===== config.mk =====
export PLATFORM = sky130hd
export DESIGN_NAME = qmem_arbiter
export DESIGN_NICKNAME = d
export VERILOG_FILES = /design/src/rtl/qmem_arb_pkg.sv /design/src/rtl/qmem_arb_pick.sv /design/src/rtl/qmem_arbiter.sv
export SDC_FILE = /design/constraint.sdc
export NUM_CORES = 1
export LEC_CHECK = 0
export CAP_MARGIN = 20
export CORE_AREA = 2 2 146 148
export CTS_BUF_LIST = sky130_fd_sc_hd__clkbuf_4 sky130_fd_sc_hd__clkbuf_8 sky130_fd_sc_hd__clkbuf_16
export DETAILED_ROUTE_END_ITERATION = 12
export DIE_AREA = 0 0 148 150
export PLACE_DENSITY_LB_ADDON = 0.05
export SKIP_LAST_GASP = 1
export SLEW_MARGIN = 20
export SYNTH_ARGS = -nofsm -noshare
export SYNTH_HDL_FRONTEND = slang
export SYNTH_SLANG_ARGS = --single-unit
export TNS_END_PERCENT = 10

===== constraint.sdc =====
create_clock -name clk -period 2.2 [get_ports clk]
set_input_delay 0.55 -clock clk [delete_from_list [all_inputs] [get_ports clk]]
set_output_delay 0.55 -clock clk [all_outputs]
set_load 0.01 [all_outputs]

===== src/rtl/qmem_arb_pkg.sv =====
// -----------------------------------------------------------------------------
// qmem_arb_pkg
//   Shared definitions for the QMEM N-master arbiter.
//   - arb_state_t : arbiter FSM state encoding (ST_IDLE / ST_BUSY)
//   - QMEM_AW/SW/DW : default QMEM address, byte-select and data widths
//   - QMEM_MN_MAX  : largest supported master count
// -----------------------------------------------------------------------------
package qmem_arb_pkg;

   typedef enum logic {
      ST_IDLE = 1'b0,
      ST_BUSY = 1'b1
   } arb_state_t;

   localparam int QMEM_AW     = 22;
   localparam int QMEM_SW     = 4;
   localparam int QMEM_DW     = 32;
   localparam int QMEM_MN_MAX = 8;

endpackage : qmem_arb_pkg


===== src/rtl/qmem_arb_pick.sv =====
// -----------------------------------------------------------------------------
// qmem_arb_pick
//   Purely combinational winner picker for the QMEM arbiter.
//   Ports:
//     req    in  MN  masked request vector
//     last   in  GW  index of the last master that completed a transfer
//     rr_en  in  1   1: round-robin search from last+1, 0: lowest index wins
//     winner out GW  selected master index (0 when no request)
//     valid  out 1   at least one request present
// -----------------------------------------------------------------------------
module qmem_arb_pick
   import qmem_arb_pkg::*;
#(
   parameter int MN = 4,
   parameter int GW = 2
) (
   input  logic [MN-1:0] req,
   input  logic [GW-1:0] last,
   input  logic          rr_en,
   output logic [GW-1:0] winner,
   output logic          valid
);

   // Request vector padded to a power of two so any GW-bit index is legal.
   localparam int NP = 1 << GW;

   logic [NP-1:0] req_pad;

   always_comb begin
      req_pad         = '0;
      req_pad[MN-1:0] = req;
   end

   always_comb begin
      int          idx;
      logic        found;
      logic [GW-1:0] idx_g;

      idx    = 0;
      idx_g  = '0;
      found  = 1'b0;
      winner = '0;
      valid  = |req;

      if (rr_en) begin
         // Walk last+1, last+2, ... wrapping at MN so that padding indices
         // of a non power-of-two master count are never visited.
         for (int k = 1; k <= MN; k++) begin
            idx = int'(last) + k;
            if (idx >= MN) begin
               idx = idx - MN;
            end
            idx_g = GW'(idx);
            if (!found && req_pad[idx_g]) begin
               winner = idx_g;
               found  = 1'b1;
            end
         end
      end else begin
         // Scan downwards so the lowest requesting index is written last.
         for (int k = MN - 1; k >= 0; k--) begin
            idx_g = GW'(k);
            if (req_pad[idx_g]) begin
               winner = idx_g;
            end
         end
      end
   end

endmodule : qmem_arb_pick


===== src/rtl/qmem_arbiter.sv =====
// -----------------------------------------------------------------------------
// qmem_arbiter
//   Shares one QMEM slave port between MN (2..8) masters. A grant is held
//   from request until the slave returns ack or err; one idle cycle follows
//   every transfer. Fixed priority (lowest index wins) by default.
//
//   Build option:
//     QMEM_ARB_RR_EN  defined -> round-robin arbitration, search starts at
//                                (last + 1) mod MN.
//
//   Ports:
//     clk, rst                 clock, synchronous active-high reset
//     m_cs/m_we     in  MN     per-master request / write enable
//     m_adr         in  MN*AW  flattened addresses, master i at [i*AW +: AW]
//     m_sel         in  MN*SW  flattened byte selects
//     m_dat_w       in  MN*DW  flattened write data
//     m_dat_r       out DW     read data broadcast to all masters
//     m_ack/m_err   out MN     per-master response strobes
//     s_cs/s_we/s_adr/s_sel/s_dat_w  out  slave request
//     s_dat_r/s_ack/s_err            in   slave response
//     gnt           out GW     current grant index (debug)
//     busy          out 1      transfer in progress
// -----------------------------------------------------------------------------
module qmem_arbiter
   import qmem_arb_pkg::*;
#(
   parameter int MN = 4,
   parameter int AW = QMEM_AW,
   parameter int SW = QMEM_SW,
   parameter int DW = QMEM_DW,
   parameter int GW = 2
) (
   input  logic             clk,
   input  logic             rst,
   input  logic [MN-1:0]    m_cs,
   input  logic [MN-1:0]    m_we,
   input  logic [MN*AW-1:0] m_adr,
   input  logic [MN*SW-1:0] m_sel,
   input  logic [MN*DW-1:0] m_dat_w,
   output logic [DW-1:0]    m_dat_r,
   output logic [MN-1:0]    m_ack,
   output logic [MN-1:0]    m_err,
   output logic             s_cs,
   output logic             s_we,
   output logic [AW-1:0]    s_adr,
   output logic [SW-1:0]    s_sel,
   output logic [DW-1:0]    s_dat_w,
   input  logic [DW-1:0]    s_dat_r,
   input  logic             s_ack,
   input  logic             s_err,
   output logic [GW-1:0]    gnt,
   output logic             busy
);

   localparam int NP = 1 << GW;

   arb_state_t    state_reg;
   logic [GW-1:0] gnt_reg;
   logic [GW-1:0] last_reg;
   logic          busy_reg;
   logic [MN-1:0] mask_reg;

   logic [MN-1:0] req;
   logic [GW-1:0] pick_winner;
   logic          pick_valid;
   logic          rr_en;
   logic          done;

   // Per-master views of the flattened buses, padded to a power of two so
   // the grant index can select them directly.
   logic          we_arr  [NP];
   logic [AW-1:0] adr_arr [NP];
   logic [SW-1:0] sel_arr [NP];
   logic [DW-1:0] dat_arr [NP];

`ifdef QMEM_ARB_RR_EN
   assign rr_en = 1'b1;
`else
   assign rr_en = 1'b0;
`endif

   // The just-finished master is masked for the single idle cycle after its
   // ack, since it may still hold cs while it sees the ack.
   assign req  = m_cs & ~mask_reg;
   assign done = s_ack | s_err;

   qmem_arb_pick #(
      .MN (MN),
      .GW (GW)
   ) u_pick (
      .req    (req),
      .last   (last_reg),
      .rr_en  (rr_en),
      .winner (pick_winner),
      .valid  (pick_valid)
   );

   genvar gi;
   generate
      for (gi = 0; gi < NP; gi++) begin : g_unpack
         if (gi < MN) begin : g_real
            assign we_arr[gi]  = m_we[gi];
            assign adr_arr[gi] = m_adr[gi*AW +: AW];
            assign sel_arr[gi] = m_sel[gi*SW +: SW];
            assign dat_arr[gi] = m_dat_w[gi*DW +: DW];
         end else begin : g_pad
            assign we_arr[gi]  = 1'b0;
            assign adr_arr[gi] = '0;
            assign sel_arr[gi] = '0;
            assign dat_arr[gi] = '0;
         end
      end

      // Responses go straight through to the granted master, only while a
      // transfer is active; anything arriving in idle is dropped.
      for (gi = 0; gi < MN; gi++) begin : g_resp
         assign m_ack[gi] = s_ack & busy_reg & (gnt_reg == GW'(gi));
         assign m_err[gi] = s_err & busy_reg & (gnt_reg == GW'(gi));
      end
   endgenerate

   // Arbiter FSM. busy_reg mirrors state_reg == ST_BUSY and drives s_cs.
   always_ff @(posedge clk) begin
      if (rst) begin
         state_reg <= ST_IDLE;
         gnt_reg   <= '0;
         last_reg  <= '0;
         busy_reg  <= 1'b0;
         mask_reg  <= '0;
      end else begin
         case (state_reg)
            ST_IDLE: begin
               mask_reg <= '0;
               if (pick_valid) begin
                  gnt_reg   <= pick_winner;
                  busy_reg  <= 1'b1;
                  state_reg <= ST_BUSY;
               end
            end
            ST_BUSY: begin
               // A cs drop by the granted master cannot cancel the slave
               // access, so only the slave response ends the transfer.
               if (done) begin
                  last_reg  <= gnt_reg;
                  mask_reg  <= {{(MN-1){1'b0}}, 1'b1} << gnt_reg;
                  busy_reg  <= 1'b0;
                  state_reg <= ST_IDLE;
               end
            end
            default: begin
               state_reg <= ST_IDLE;
               busy_reg  <= 1'b0;
            end
         endcase
      end
   end

   // Slave request mux; address/sel/data follow the grant even when idle.
   assign s_cs    = busy_reg;
   assign s_we    = busy_reg & we_arr[gnt_reg];
   assign s_adr   = adr_arr[gnt_reg];
   assign s_sel   = sel_arr[gnt_reg];
   assign s_dat_w = dat_arr[gnt_reg];

   assign m_dat_r = s_dat_r;
   assign gnt     = gnt_reg;
   assign busy    = busy_reg;

endmodule : qmem_arbiter


==> results of run 1 <==
-- cells by family after synthesis --
group	after synthesis	synth area share [%]
mux	59	62.91
compound gates	11	3.969
flops	8	7.583
buf+inv	51	17.30
simple gates	35	8.236
-- cell usage in the layout (no fill, tap or decap), types with 2 or more instances in the layout --
cell,netlist,layout
clkdlybuf4s50_1,0,249
mux4_2,59,59
dlygate4sd2_1,0,52
buf_4,34,19
nor2_1,13,13
nand2_1,8,8
buf_12,0,8
a21oi_1,7,7
dfxtp_1,8,6
dlymetal6s2s_1,0,5
buf_2,7,5
diode_2,0,4
inv_1,4,4
nand2b_1,3,3
clkbuf_16,0,3
nor3_1,2,2
nor2b_2,2,2
and2b_2,2,2
buf_6,5,2
clkdlybuf4s15_1,0,2
-- how the worst max path moves through the flow --
stage                  from    endpoint
floorplan            gnt[0]   s_adr[10]
global placement    m_we[3]        s_we
detailed placement  m_we[3]        s_we
CTS                  gnt[0]  s_dat_w[0]
global route         gnt[0]    m_ack[3]
finish              m_we[3]        s_we
-- layer usage --
layer	vias to the layer above	global-route usage [%]	share of wire, %
li1	1243	-	-
met1	1343	14.43	37
met2	168	24.70	52
met3	16	4.482	9.5
met4	6	1.857	1.3
met5	-	0	0.23
-- what timing repair did --
item	in CTS	in global routing
setup buffers	8	1
pin swaps	0	0
gates resized for setup	83	8
endpoints found under the setup margin	67	65
-- critical path, delay by kind of cell --
family                 cells  cell delay (ps)
and+or+nand+nor            1              170
muxes                      1              470
buffers and inverters      2              630
-- power groups by stage --
stage	clock, mW	sequential, mW	combinational [mW]
CTS	0.330	0.172	1.23
finish	0.323	0.170	1.20
global route	0.338	0.173	1.27
global placement	0	0.173	1.30
floorplan	0	0.165	0.505
detailed placement	0	0.174	1.30
-- layout make-up --
type                       instances  area [µm²]  area share, %
sequential                         8       165.2          2.958
antenna                            4       10.01         0.1793
timing repair buffer             342        3381          60.54
tap                              275       344.1          6.162
multi-input combinational        105        1587          28.41
clock buffer                       4       82.58          1.479
inverter                           4       15.01         0.2689
==> out/metrics.yaml, run 1 <==
floorplan:
  die_area_um2: 22200
  dieHeight_um: 150
  num_rows: 53
  core-area_um2: 20690
  initial_core_util_pct: 10.21
  die_w_um: 148
  pin_count: 379
logic_synthesis:
  synth_edf_count: 0
  yosys.area.top_type: "mux4_2"
  ys_async_sr_fraction_pct: 0
  syn_area_um2: 2112
  ys_ff_latch: 8
  avgSynthCellArea_um2: 12.88
  yosysSeqAreaShare_pct: 7.583
  synth_nets: 440
  synthTopCellsByArea: "mux4_2 63%, buf_4 12%, dfxtp_1 7.6%, buf_6 2.7%, nor2_1 2.3%"
  ys_warn_count: 0
  syn_inst: 164
  synth.top_cell.area_share_pct: 62.91
  yosys.cell_count.top_type: "mux4_2"
  netlist_top_cells_count: "59 x mux4_2, 34 x buf_4, 13 x nor2_1"
  synthFlopType: "dfxtp_1"
  synthDistinctLibCells: 23
cts:
  htreeDepth: 1
  cts_buffers: 3
  cts_buffer_depth: 2
  insertion_delay_ps: 230
  cts_tree: "built"
  root_buffer: "clkbuf_16"
  clock_sinks: 8
  postCtsHoldBufs: 0
  clk_pin_slew_worst_paths_ps: 40
timing:
  worstMarginPinSlew_ps: 338.1
  min_period_ps: 2366
  fmax_mhz: 422.7
  setup_viol: 55
  skew_ps: 1.727
  holdWs_ps: 464.3
  worst_slack_ps: -165.9
  finalCritPeriodShare_pct: 107.5
  tns_ps: -4509
  finalHoldViolations: 0
  slew_violations: 0
  rsz0062_at_grt: "yes"
  maxSlewHeadroom_pct: 77.38
power_and_ir_drop:
  p_int_mw: 1.214
  power.leakage_nw: 2.082
  ir_worst_vdd_uv: 394.8
  pwr-share-comb_pct: 70.9
  sw_frac_of_total_pct: 28.27
  power_density_nw_per_um2: 303.1
  pwr-share-seq_pct: 10.1
  switchingPower_mw: 0.4786
  pwr-share-clk_pct: 19.1
  total_power_mw: 1.693
global_route:
  grt_pass1_wl_um: 21430
  gr-total-overflow: 0
  antenna_found_initial: 7
  grtUsageTotal_pct: 13.08
  grt_pass1_vias: 2917
  grt_max_degree: 20
critical_path:
  worstReg2RegStart: "gnt[1]"
  cpPeakStageDelay_ps: 470
  cp_max_fo: 1
  critPathLaunchType: "primary input"
  slowest_stage: "mux4_2"
  critPathCaptureType: "output pin"
  arrival_ps: 1820
  ff2ff_setup_slack_ps: 840
  worst-setup-path-type: "primary input to output pin"
  critPathRequiredTime_ps: 1650
  crit_chain: "clkdlybuf4s50_1 -> mux4_2 -> and2_1 -> clkdlybuf4s15_1"
  r2r-end: "mask_reg[2]"
  reg2regPathDepth: 6
finish:
  final_core_util_pct: 26.99
  stdcell_count: 742
  num-nets-final: 740
  largest_reg_flops: 4
  fillers: 2196
  syn2layout_area_growth_pct: 164.4
  fin_area_um2: 5584
  drive_above_1_share_pct: 22.68
placed_design:
  place_inst: 726
  dp_hpwl_um: 13720
  preCtsSetupSlack_ps: -416.3
  post_dp_cell_area_um2: 5492
  place.gp.congestion: 0.7413
  io_buffers: 314
run:
  drv_cap: 0
detailed_routing:
  vias: 2776
  dr.pass1.iters: 4
  ant_nets: 0
  drcViolationCount: 0
  drtIter0Drc: 103
  via_per_inst: 3.741
  wl_per_cell_um: 21.07
  totalWireLength_um: 15630
hold_path:
  hold_class: "flop to flop"
  holdCritStartpoint: "mask_reg[3]"
  whs_path_depth: 2
  holdPathEnd: "mask_reg[3]"
run_status:
  violations: "setup timing"
  status: "finished, violations left"
No activity file was read; power rests on OpenSTA's default activity.
==> run 2, diff against run 1 <==
GPL_ROUTABILITY_DRIVEN = 0   (was not set)
==> results of run 2 <==
No change in the layout: final DEF, timing and power equal those of run 1.
==> run 3, diff against run 2 <==
PLACE_DENSITY_LB_ADDON = 0.2   (was 0.05)
==> run 3 against run 2 <==
  * The flow still finishes with violations (setup timing)
  * Critical path type unchanged
  * Clock skew barely moved
  * Routed wire length shrank 13%
  * Final cell count shrank 1.1%
  * Sequential power shrank 4%
  * First-iteration DRC count increased by 11%
  * Design area is 0.56% lower
  * Clock-buffer cell count unchanged
  * Sequential share of layout area about the same
  * Core utilization shrank 0.15 points
  * Register-to-register slack better by 40 ps
==> out/metrics.yaml, run 3 (synthesis results as in run 1) <==
run_status:
  status: "finished, violations left"  # unchanged
  violations: "setup timing"  # unchanged
cts:
  clock_sinks: 8  # unchanged
  clk_pin_slew_worst_paths_ps: 40  # about the same
  insertion_delay_ps: 230  # about the same
  cts_buffers: 3  # unchanged
  htreeDepth: 1  # unchanged
  cts_tree: "built"  # unchanged
  cts_buffer_depth: 2  # unchanged
  postCtsHoldBufs: 0  # unchanged
  root_buffer: "clkbuf_16"  # unchanged
global_route:
  grt_pass1_wl_um: 18890  # was 21430 µm
  gr-total-overflow: 0  # unchanged
  grt_pass1_vias: 3062  # was 2917
  grtUsageTotal_pct: 11.20  # was 13.08%
  grt_max_degree: 33  # was 20
  antenna_found_initial: 1  # was 7
floorplan:
  die_w_um: 148  # unchanged
  num_rows: 53  # unchanged
  dieHeight_um: 150  # unchanged
  die_area_um2: 22200  # unchanged
  core-area_um2: 20690  # unchanged
  initial_core_util_pct: 10.21  # unchanged
  pin_count: 379  # unchanged
finish:
  layout_commonest_cell: "clkdlybuf4s50_1"  # unchanged
  largest_reg_flops: 4  # unchanged
  syn2layout_area_growth_pct: 162.9  # was 164.4%
  drive_above_1_share_pct: 22.05  # was 22.68%
  final_core_util_pct: 26.84  # was 26.99%
  fillers: 2200  # was 2196
  fin_area_um2: 5553  # was 5584 µm²
  layout_common_cells: "248 x clkdlybuf4s50_1, 59 x mux4_2, 53 x dlygate4sd2_1, 13 x nor2_1, 13 x buf_4"  # was 249 x clkdlybuf4s50_1, 59 x mux4_2, 52 x dlygate4sd2_1, 19 x buf_4, 13 x nor2_1
  num-nets-final: 735  # was 740
critical_path:
  critPathRequiredTime_ps: 1650  # about the same
  crit_chain: "clkdlybuf4s50_1 -> nand2_1 -> nor2_1 -> clkdlybuf4s50_1"  # was clkdlybuf4s50_1 -> mux4_2 -> and2_1 -> clkdlybuf4s15_1
  cpPeakStageDelay_ps: 540  # was 470 ps
  crit_top_cell: "clkdlybuf4s50_1"
  slowest_stage: "clkdlybuf4s50_1"  # was mux4_2
  worst-setup-path-type: "primary input to output pin"  # unchanged
  arrival_ps: 1790  # was 1820 ps
  critPathCaptureType: "output pin"  # unchanged
  critPathLaunchType: "primary input"  # unchanged
  cp_max_fo: 3  # was 1
timing:
  min_period_ps: 2344  # was 2366 ps
  worstMarginPinSlew_ps: 357.8  # was 338.1 ps
  finalHoldViolations: 0  # unchanged
  tns_ps: -4548  # was -4509 ps
  worst_slack_ps: -144.1  # was -165.9 ps
  finalCritPeriodShare_pct: 106.5  # was 107.5%
  slew_violations: 0  # unchanged
  maxSlewHeadroom_pct: 76.06  # was 77.38%
  fmax_mhz: 426.6  # was 422.7 MHz
  skew_ps: 1.305  # was 1.727 ps
  rsz0062_at_grt: "yes"  # unchanged
  setup_viol: 58  # was 55
detailed_routing:
  totalWireLength_um: 13640  # was 15630 µm
  drcViolationCount: 0  # unchanged
  via_per_inst: 3.715  # was 3.741
  ant_nets: 0  # unchanged
  vias: 2727  # was 2776
  wl_per_cell_um: 18.58  # was 21.07 µm
  dr.pass1.iters: 4  # unchanged
  drtIter0Drc: 114  # was 103
power_and_ir_drop:
  ir_worst_vdd_uv: 283.7  # was 394.8 µV
  power_density_nw_per_um2: 304.1  # was 303.1 nW/µm²
  power.leakage_nw: 2.037  # was 2.082 nW
placed_design:
  io_buffers: 314  # unchanged
  post_dp_cell_area_um2: 5459  # was 5492 µm²
  dp_hpwl_um: 11440  # was 13720 µm
run:
  drv_cap: 0  # unchanged
hold_path:
  hold_class: "flop to flop"  # unchanged
==> run 3: cell count changes in the layout (fill, tap and decap cells not counted) <==
cell,delta
clkdlybuf4s50_1,-1
dlygate4sd2_1,+1
clkdlybuf4s15_1,-1
buf_4,-6
diode_2,-3
buf_6,-1
clkbuf_2,+1
clkdlybuf4s15_2,+1
buf_16,+1
==> run 3: routing by layer <==
metal	GRT usage (%)	routed length [µm]
met5	0	0
met3	2.409	1116
met2	22.15	7311
met1	12.47	5102
met4	1.476	105
==> run 3: final timing paths <==
check                                 start           to  slack, ps  depth (start not counted)
worst max-delay path                  s_ack     m_ack[0]       -140                          4
worst min-delay path            mask_reg[3]  mask_reg[3]        460                          2
worst max register to register       gnt[1]  mask_reg[2]        880                          7
worst min register to register  mask_reg[3]  mask_reg[3]        460                          2
==> run 3: timing repair <==
action,in CTS,in global routing
cloned,2,0
gates resized for setup,76,13
setup buffers,3,0
pin swaps,0,1
hold endpoints to repair,0,0
setup endpoints to repair,67,64
==> run 3: report_power, final <==
group          switching (mW)  total [mW]  leakage [nW]  internal, mW
clock network          0.0782       0.333        0.0416         0.254
registers             0.00987       0.164        0.0666         0.154
logic                   0.389        1.19          1.93         0.803
total                   0.477        1.69          2.04          1.21
==> run 3: cell type report <==
| class | instances | area [µm²] | area share [%] |
|---|---|---|---|
| timing repair buffer | 337 | 3357 | 60.46 |
| multi-input combinational | 105 | 1587 | 28.57 |
| tap | 275 | 344.1 | 6.196 |
| sequential | 8 | 165.2 | 2.974 |
| clock buffer | 4 | 82.58 | 1.487 |
| inverter | 4 | 15.01 | 0.2704 |
| antenna | 1 | 2.502 | 0.04507 |
==> run 3: through the flow <==
step | std cells | power (mW) | setup slack, ps | hold slack (ps)
6_report | 734 | 1.689 | -144.1 | 463.9
5_1_grt | 733 | 1.775 | -175.0 | 479.1
2_1_floorplan | 164 | 0.6700 | 340.1 | 443.1
4_1_cts | 734 | 1.729 | -156.5 | 468.7
3_3_place_gp | 725 | 1.443 | -471.9 | 449.8
3_5_place_dp | 725 | 1.444 | -471.8 | 465.5
==> run 3: worst max-delay path: cells and delay by family <==
kind          cells  cell delay [ps]
buf+inv           2             1040
simple gates      2              200
